<file path="src/rtl/sram_fifo_ctrl.sv">
// sram_fifo_ctrl: valid/ready FIFO over a 64b x 256 single-port SRAM with a 3-entry output buffer.
// Defining SRAM_FIFO_CTRL_FLUSH_EN adds a synchronous flush input that clears all state.
module sram_fifo_ctrl #(
   parameter int DATA_W = 64,
   parameter int ADDR_W = 8
) (
   input  logic              CLK,
   input  logic              reset,
`ifdef SRAM_FIFO_CTRL_FLUSH_EN
   input  logic              flush,
`endif
   input  logic              in_valid,
   output logic              in_ready,
   input  logic [DATA_W-1:0] in_data,
   output logic              out_valid,
   input  logic              out_ready,
   output logic [DATA_W-1:0] out_data,
   output logic [ADDR_W+1:0] count,
   output logic              full,
   output logic              empty,
   output logic              sram_CEN,
   output logic              sram_WEN,
   output logic [ADDR_W-1:0] sram_A,
   output logic [DATA_W-1:0] sram_D,
   input  logic [DATA_W-1:0] sram_Q
);
   localparam logic [ADDR_W:0] DEPTH = {1'b1, {ADDR_W{1'b0}}};
   logic [ADDR_W-1:0] wr_ptr, rd_ptr;
   logic [ADDR_W:0]   sram_cnt;
   logic              inflight, wr_pend, fl, rd_req, rd_grant, wr, pop;
   logic [1:0]        obuf_cnt, wpos;
   logic [DATA_W-1:0] obuf [3];
`ifdef SRAM_FIFO_CTRL_FLUSH_EN
   assign fl = flush;
`else
   assign fl = 1'b0;
`endif
   // reads only depend on registered state, so out_ready never reaches the SRAM port
   assign full      = sram_cnt == DEPTH;
   assign rd_req    = (sram_cnt != '0) && (({1'b0, obuf_cnt} + {2'b0, inflight}) < 3'd3);
   assign rd_grant  = rd_req && !wr_pend && !fl;
   assign in_ready  = !reset && !full && !rd_grant && !fl;
   assign wr        = in_valid && in_ready;
   assign out_valid = obuf_cnt != 2'd0;
   assign out_data  = obuf[0];
   assign pop       = out_valid && out_ready;
   assign wpos      = obuf_cnt - {1'b0, pop};
   assign count     = (ADDR_W+2)'(sram_cnt) + (ADDR_W+2)'(obuf_cnt) + (ADDR_W+2)'(inflight);
   assign empty     = count == '0;
   assign sram_CEN  = !(wr || rd_grant);
   assign sram_WEN  = !wr;
   assign sram_A    = wr ? wr_ptr : (rd_grant ? rd_ptr : '0);
   assign sram_D    = wr ? in_data : '0;
   always_ff @(posedge CLK or posedge reset) begin
      if (reset) begin
         wr_ptr   <= '0;
         rd_ptr   <= '0;
         sram_cnt <= '0;
         inflight <= 1'b0;
         wr_pend  <= 1'b0;
         obuf_cnt <= '0;
         obuf[0]  <= '0;
         obuf[1]  <= '0;
         obuf[2]  <= '0;
      end else if (fl) begin
         wr_ptr   <= '0;
         rd_ptr   <= '0;
         sram_cnt <= '0;
         inflight <= 1'b0;
         wr_pend  <= 1'b0;
         obuf_cnt <= '0;
         obuf[0]  <= '0;
         obuf[1]  <= '0;
         obuf[2]  <= '0;
      end else begin
         wr_pend  <= in_valid && !in_ready && !full;
         inflight <= rd_grant;
         wr_ptr   <= wr ? wr_ptr + 1'b1 : wr_ptr;
         rd_ptr   <= rd_grant ? rd_ptr + 1'b1 : rd_ptr;
         sram_cnt <= wr ? sram_cnt + 1'b1 : (rd_grant ? sram_cnt - 1'b1 : sram_cnt);
         obuf_cnt <= obuf_cnt + {1'b0, inflight} - {1'b0, pop};
         obuf[0]  <= (inflight && wpos == 2'd0) ? sram_Q : (pop ? obuf[1] : obuf[0]);
         obuf[1]  <= (inflight && wpos == 2'd1) ? sram_Q : (pop ? obuf[2] : obuf[1]);
         obuf[2]  <= (inflight && wpos == 2'd2) ? sram_Q : obuf[2];
      end
   end
endmodule

</file>
<file path="config.mk">
export PLATFORM = sky130hd
export DESIGN_NAME = sram_fifo_ctrl
export DESIGN_NICKNAME = d
export VERILOG_FILES = /design/src/rtl/sram_fifo_ctrl.sv
export SDC_FILE = /design/constraint.sdc
export NUM_CORES = 1
export LEC_CHECK = 0
export ABC_AREA = 1
export ABC_CLOCK_PERIOD_IN_PS = 6100
export CAP_MARGIN = 15
export CORE_MARGIN = 4
export CORE_UTILIZATION = 58
export DETAILED_ROUTE_END_ITERATION = 10
export DONT_BUFFER_PORTS = 1
export GPL_TIMING_DRIVEN = 0
export PLACE_DENSITY = 0.76
export SLEW_MARGIN = 20
export SYNTH_ARGS = -nofsm -noshare
export SYNTH_HDL_FRONTEND = slang
export SYNTH_SLANG_ARGS = --single-unit
</file>
<file path="constraint.sdc">
create_clock -name CLK -period 6.1 [get_ports CLK]
set_input_delay 0.61 -clock CLK [delete_from_list [all_inputs] [get_ports CLK]]
set_output_delay 0.61 -clock CLK [all_outputs]
set_load 0.05 [all_outputs]
</file>
**After elaboration in Yosys (flattened, before gate mapping)**

Index checks and enable logic that the tools add are counted.

- Output and inout port bits: 152
- ROM bits: 0
- Memories kept: 0
- Register bits after elaboration: 221
- Memory bits (writable): 0
- Latch bits: 0

- Bitwise gates (word level): 0
- Div/mod/pow operators: 0
- Reductions and logical operators: 26
- Shift-type cells: 0
- Mux-type cells: 9
- $mul: 0
- Add/subtract/negate cells: 10
- $lt $le $gt $ge: 1
- Equal/unequal tests: 3

Operators with widths:

| kind | count |
|---|---|
| $mux W64 | 5 |
| $mux W9 | 2 |
| $add A8 B1 Y8 const B | 2 |
| $mux W8 | 2 |
| $logic_and A1 B1 Y1 | 11 |
| $add A10 B1 Y10 | 1 |
| $add A9 B2 Y10 | 1 |
| $logic_not A10 Y1 | 1 |
| $add A9 B1 Y9 const B | 1 |
| $eq A9 B9 Y1 const B | 1 |
| $reduce_bool A9 Y1 | 1 |
| $sub A9 B1 Y9 const B | 1 |
| $reduce_bool A2 Y1 | 4 |
| $logic_not A1 Y1 | 7 |
| $sub A2 B1 Y2 | 2 |
| $add A2 B1 Y3 | 1 |
| $lt A3 B2 Y1 const B | 1 |
| $add A2 B1 Y2 | 1 |
| $eq A2 B1 Y1 const B | 1 |
| $eq A2 B2 Y1 const B | 1 |
| $logic_not A2 Y1 | 1 |
| $logic_or A1 B1 Y1 | 1 |

**Depth between registers and ports, before layout**

- Depth after elaboration: 9
- Depth in mapped cells: 18
- Depth with buffers taken out: 16

**Worst setup path before layout**

OpenSTA, ideal clock, no wires.

- Path type: register to output
- Start: register sram_cnt[0]
- End: output empty
- Path buffers: 0
- Cell stages (with the launch flop): 11
- Required time: 5.490 ns
- Arrival time: 2.976 ns
- Path slack: 2.514 ns
- Path through: dfrtp_1 > inv_1 > fa_1 > fa_1 > nor2_1 > nand2_1 > o21ai_0 > nand2_1 > nor3_1 > nand2_1 > nor2_1

- Longest elaborated chain between the ends: 3

RTL lines:

| item | line | source |
|---|---|---|
| from (decl) | 29 | `logic [ADDR_W:0] sram_cnt;` |
| from (signal assigned) | 80 | `sram_cnt <= wr ? sram_cnt + 1'b1 : (rd_grant ? sram_cnt - 1'b1 : sram_cnt);` |
| $add A9 B2 Y10 | 48 | `assign count = (ADDR_W+2)'(sram_cnt) + (ADDR_W+2)'(obuf_cnt) + (ADDR_W+2)'(inflight);` |
| $add A10 B1 Y10 | 48 |  |
| named net count[8] | 18 | `output logic [ADDR_W+1:0] count,` |
| $logic_not A10 Y1 | 49 | `assign empty = count == '0;` |
| to (decl) | 20 | `output logic empty,` |

The timed path passes the listed nets, and every way through them passes these cells.

**Final worst setup path**

Ends and elaborated chain as after synthesis.

==> impl_metrics.toml <==
[synthesis]
synth_nets = 1486
synth-simple-area-share_pct = 23.4
yosysSeqAreaShare_pct = 46.3
avgSynthCellArea_um2 = 8.92
yosysTopAreaCell = "dfrtp_1"
synth_top_area_share_pct = 46.3
muxShareOfSynthArea_pct = 0
synthAdderAreaFrac_pct = 1.97
synth_xor_area_share_pct = 1.69
synthCells = 1337
synthesis.area_um2 = 11900
synth_top_family_by_area = "simple AND/OR/NAND/NOR gates"
synth-compound-area-share_pct = 12.2
synth.top_cells.by_area = "dfrtp_1, nand3_1, o211ai_1"
ys_types = 37
synth_seq_cells = 221
yosysWarnings = 0

[drt]
drt_pass1_iterations = 5
vias = 9450
drc = 0
postRouteAntennaNets = 0
wl_per_cell_um = 18.0
viasPerCell = 5.71
finalWirelength_um = 29900
drtIter0Drc = 499

[worst_setup_path]
slowest_delay_ns = 0.68
path_class = "flop to output pin"
timing.critical_path.to_type = "output pin"
crit_top_cell = "nand2_1"
reg2reg_slack_ns = 2.89
critical_path.max_fanout = 5
crit_arrival_ns = 3.75
cpMaxStageDelayCell = "nor2_1"
worstSetupStartpointType = "flop"
cp_cell_sequence = "inv_1, fa_1, fa_1, nor2_1, nand2_1, o21ai_0, nand2_1, nor3_1, nand2_1, nor2_1"
critPathRequiredTime_ns = 5.49

[timing]
fmax_ghz = 0.229
timing.final.crit_share_pct = 71.5
finalHoldViolCount = 0
final.setup.tns_ns = 0
rsz0062_at_grt = "false"
worst_pin_slew_ns = 1.12
fin_crit_ns = 4.36
finalSetupViolCount = 0
finalMaxSlewViolations = 0
relSlewSlack_pct = 25.0
fin_worst_skew_ns = 0.0150

[pwr]
leakagePower_nw = 6.17
cellPowerDensity_nw_per_um2 = 638
ir_worst_vdd_mv = 0.366

[global_routing]
grt_max_degree = 34
grt_first_pass_wirelength_um = 47700
grtUsageTotal_pct = 25.8
grt_pass1_vias = 9279
grt-ovfl-total = 0
antenna_found_initial = 1

[status]
status = "finished clean"

[floorplan]
die_height_um = 151
rows = 52
die_area_um2 = 22900
io_pins = 284
die_w_um = 151
core_um2 = 20200
start_util_pct = 59.0

[clock_tree]
cts_made_buffers = 23
root_buffer = "clkbuf_16"
clockBufferDepth = 3
cts_max_level = 1
cts_tree = "built"
clkLatencyLatePin_ns = 0.50
postCtsSetupBuffers = 0
clk_pin_slew_ns = 0.06
cts_sinks = 221
ctsResizeCount = 0
holdBufCountCts = 1

[layout]
stdcell_area_um2 = 13100
syn_to_final_growth_pct = 10.2
final_layout_size_suffix_gt1_share_pct = 17.1
seq_area_um2 = 5530
fin_nets = 1522
finalNonFillerCells = 1656
num-fill-cells = 1714
multi_input_area_um2 = 4690

[placement]
dpl_cell_area_um2 = 12500
gp_congestion = 0.869
portBuffers = 0
dp.cells = 1617
hpwl_um = 22100

[hold_path]
hold_path_class = "primary input to flop"

[flow_run]
drv_cap = 0
==> cell families (layout without fill, tap and decap cells) <==
kind of cell,after synthesis,after routing
XOR/XNOR,23,23
AND/OR/NAND/NOR,516,516
adder cells (fa/ha/maj),17,17
other,0,3
flip-flops,221,221
AO/OA/AOI/OAI,222,222
buffers and inverters,338,384
==> stage by stage <==
| stage | setup WS (ns) | utilization, % | total power [mW] | hold slack [ns] |
|---|---|---|---|---|
| detailed placement | 2.23 | 61.6 | 7.12 | 0.403 |
| floorplan | 2.51 | - | 6.29 | 0.454 |
| CTS | 1.70 | 64.9 | 8.41 | 0.223 |
| finish | 1.74 | 65.0 | 8.38 | 0.237 |
| global placement | 1.40 | 60.7 | 6.97 | 0.467 |
| global route | 1.57 | 64.9 | 8.95 | 0.222 |
==> state kept, by name (all words and copies together) (netlist names) <==
signal / count
obuf: 128
out_data: 64
sram_cnt: 9
rd_ptr: 8
wr_ptr: 8
obuf_cnt: 2
inflight: 1
wr_pend: 1
==> power breakdown <==
group | switching [mW] | total (mW) | internal, mW
Clock | 0.545 | 1.27 | 0.722
Combinational | 3.22 | 4.56 | 1.34
Sequential | 0.408 | 2.55 | 2.14
==> metal layers <==
layer	vias to the layer above	global-route usage, %	share of wire (%)
met5	-	0	0
met4	0	7.71	2.6
met3	49	3.86	6.2
met2	329	40.4	47
met1	4612	37.4	44
li1	4460	-	-
==> worst paths after layout <==
| check | start | end | cells past startpoint |
|---|---|---|---|
| setup reg to reg | obuf_cnt[1] | obuf[28] | 13 |
| min in group asynchronous | reset | sram_cnt[5] | 2 |
| setup / recovery | sram_cnt[0] | empty | 10 |
| hold / removal | in_valid | wr_pend | 2 |
| max in group asynchronous | reset | out_data[14] | 6 |
| hold reg to reg | obuf[10] | obuf[10] | 2 |
==> synth_stat cells <==
cell type,instances
dfrtp_1,221
a31oi_1,1
buf_6,1
nand2_4,1
ha_1,14
or2_2,1
nand2_1,146
o21ai_0,77
or2_1,1
inv_2,3
clkbuf_1,35
buf_2,34
nand3_1,266
buf_12,6
buf_4,82
nand2_2,4
clkinv_1,1
nor2_2,2
nor3_1,8
buf_1,1
o21bai_1,1
nand3_2,1
inv_1,175
o21ai_1,1
o211ai_1,128
nand3_4,1
nand3b_1,1
xnor2_1,1
xor2_1,22
a21oi_1,5
nor2_4,60
a21oi_2,1
nand4_1,4
nor2_1,20
fa_1,3
o22ai_1,7
a21o_1,1
==> area by class of cell <==
| type | instances | share of cell area (%) |
|---|---|---|
| repair buffers | 11 | 1.49 |
| well taps | 270 | 2.57 |
| clock buffers | 33 | 4.89 |
| inverters | 179 | 5.14 |
| clock inverters | 2 | 0.0762 |
| flip-flops and latches | 221 | 42.1 |
| multi-input cells | 778 | 35.7 |
| plain buffers | 159 | 8.01 |
| diodes | 3 | 0.0571 |
==> layout by cell type, fill, tap and decap left out, types with 2 or more instances in the layout <==
cell type,netlist,layout
nand2_2,4,4
inv_1,175,174
buf_1,1,2
nand2_1,146,146
o22ai_1,7,7
ha_1,14,14
fa_1,3,3
nand4_1,4,4
clkinv_2,0,2
buf_2,34,34
nor2_2,2,2
o211ai_1,128,128
clkbuf_16,0,23
buf_16,0,2
nor3_1,8,7
buf_12,6,12
nor2_4,60,60
xor2_1,22,22
clkbuf_8,0,3
inv_2,3,3
clkbuf_1,35,42
a21oi_1,5,5
buf_4,82,83
nor2_1,20,20
o21ai_0,77,77
diode_2,0,3
dfrtp_1,221,221
nand3_1,266,266
==> critical path: cells and delay by family (launching register included) <==
kind	cells	cell delay, ns
compound gates	1	0.18
buf+inv	1	0.12
flops	1	0.45
fa+ha+maj	2	0.94
simple gates	6	1.56
No activity file was read; power rests on OpenSTA's default activity.
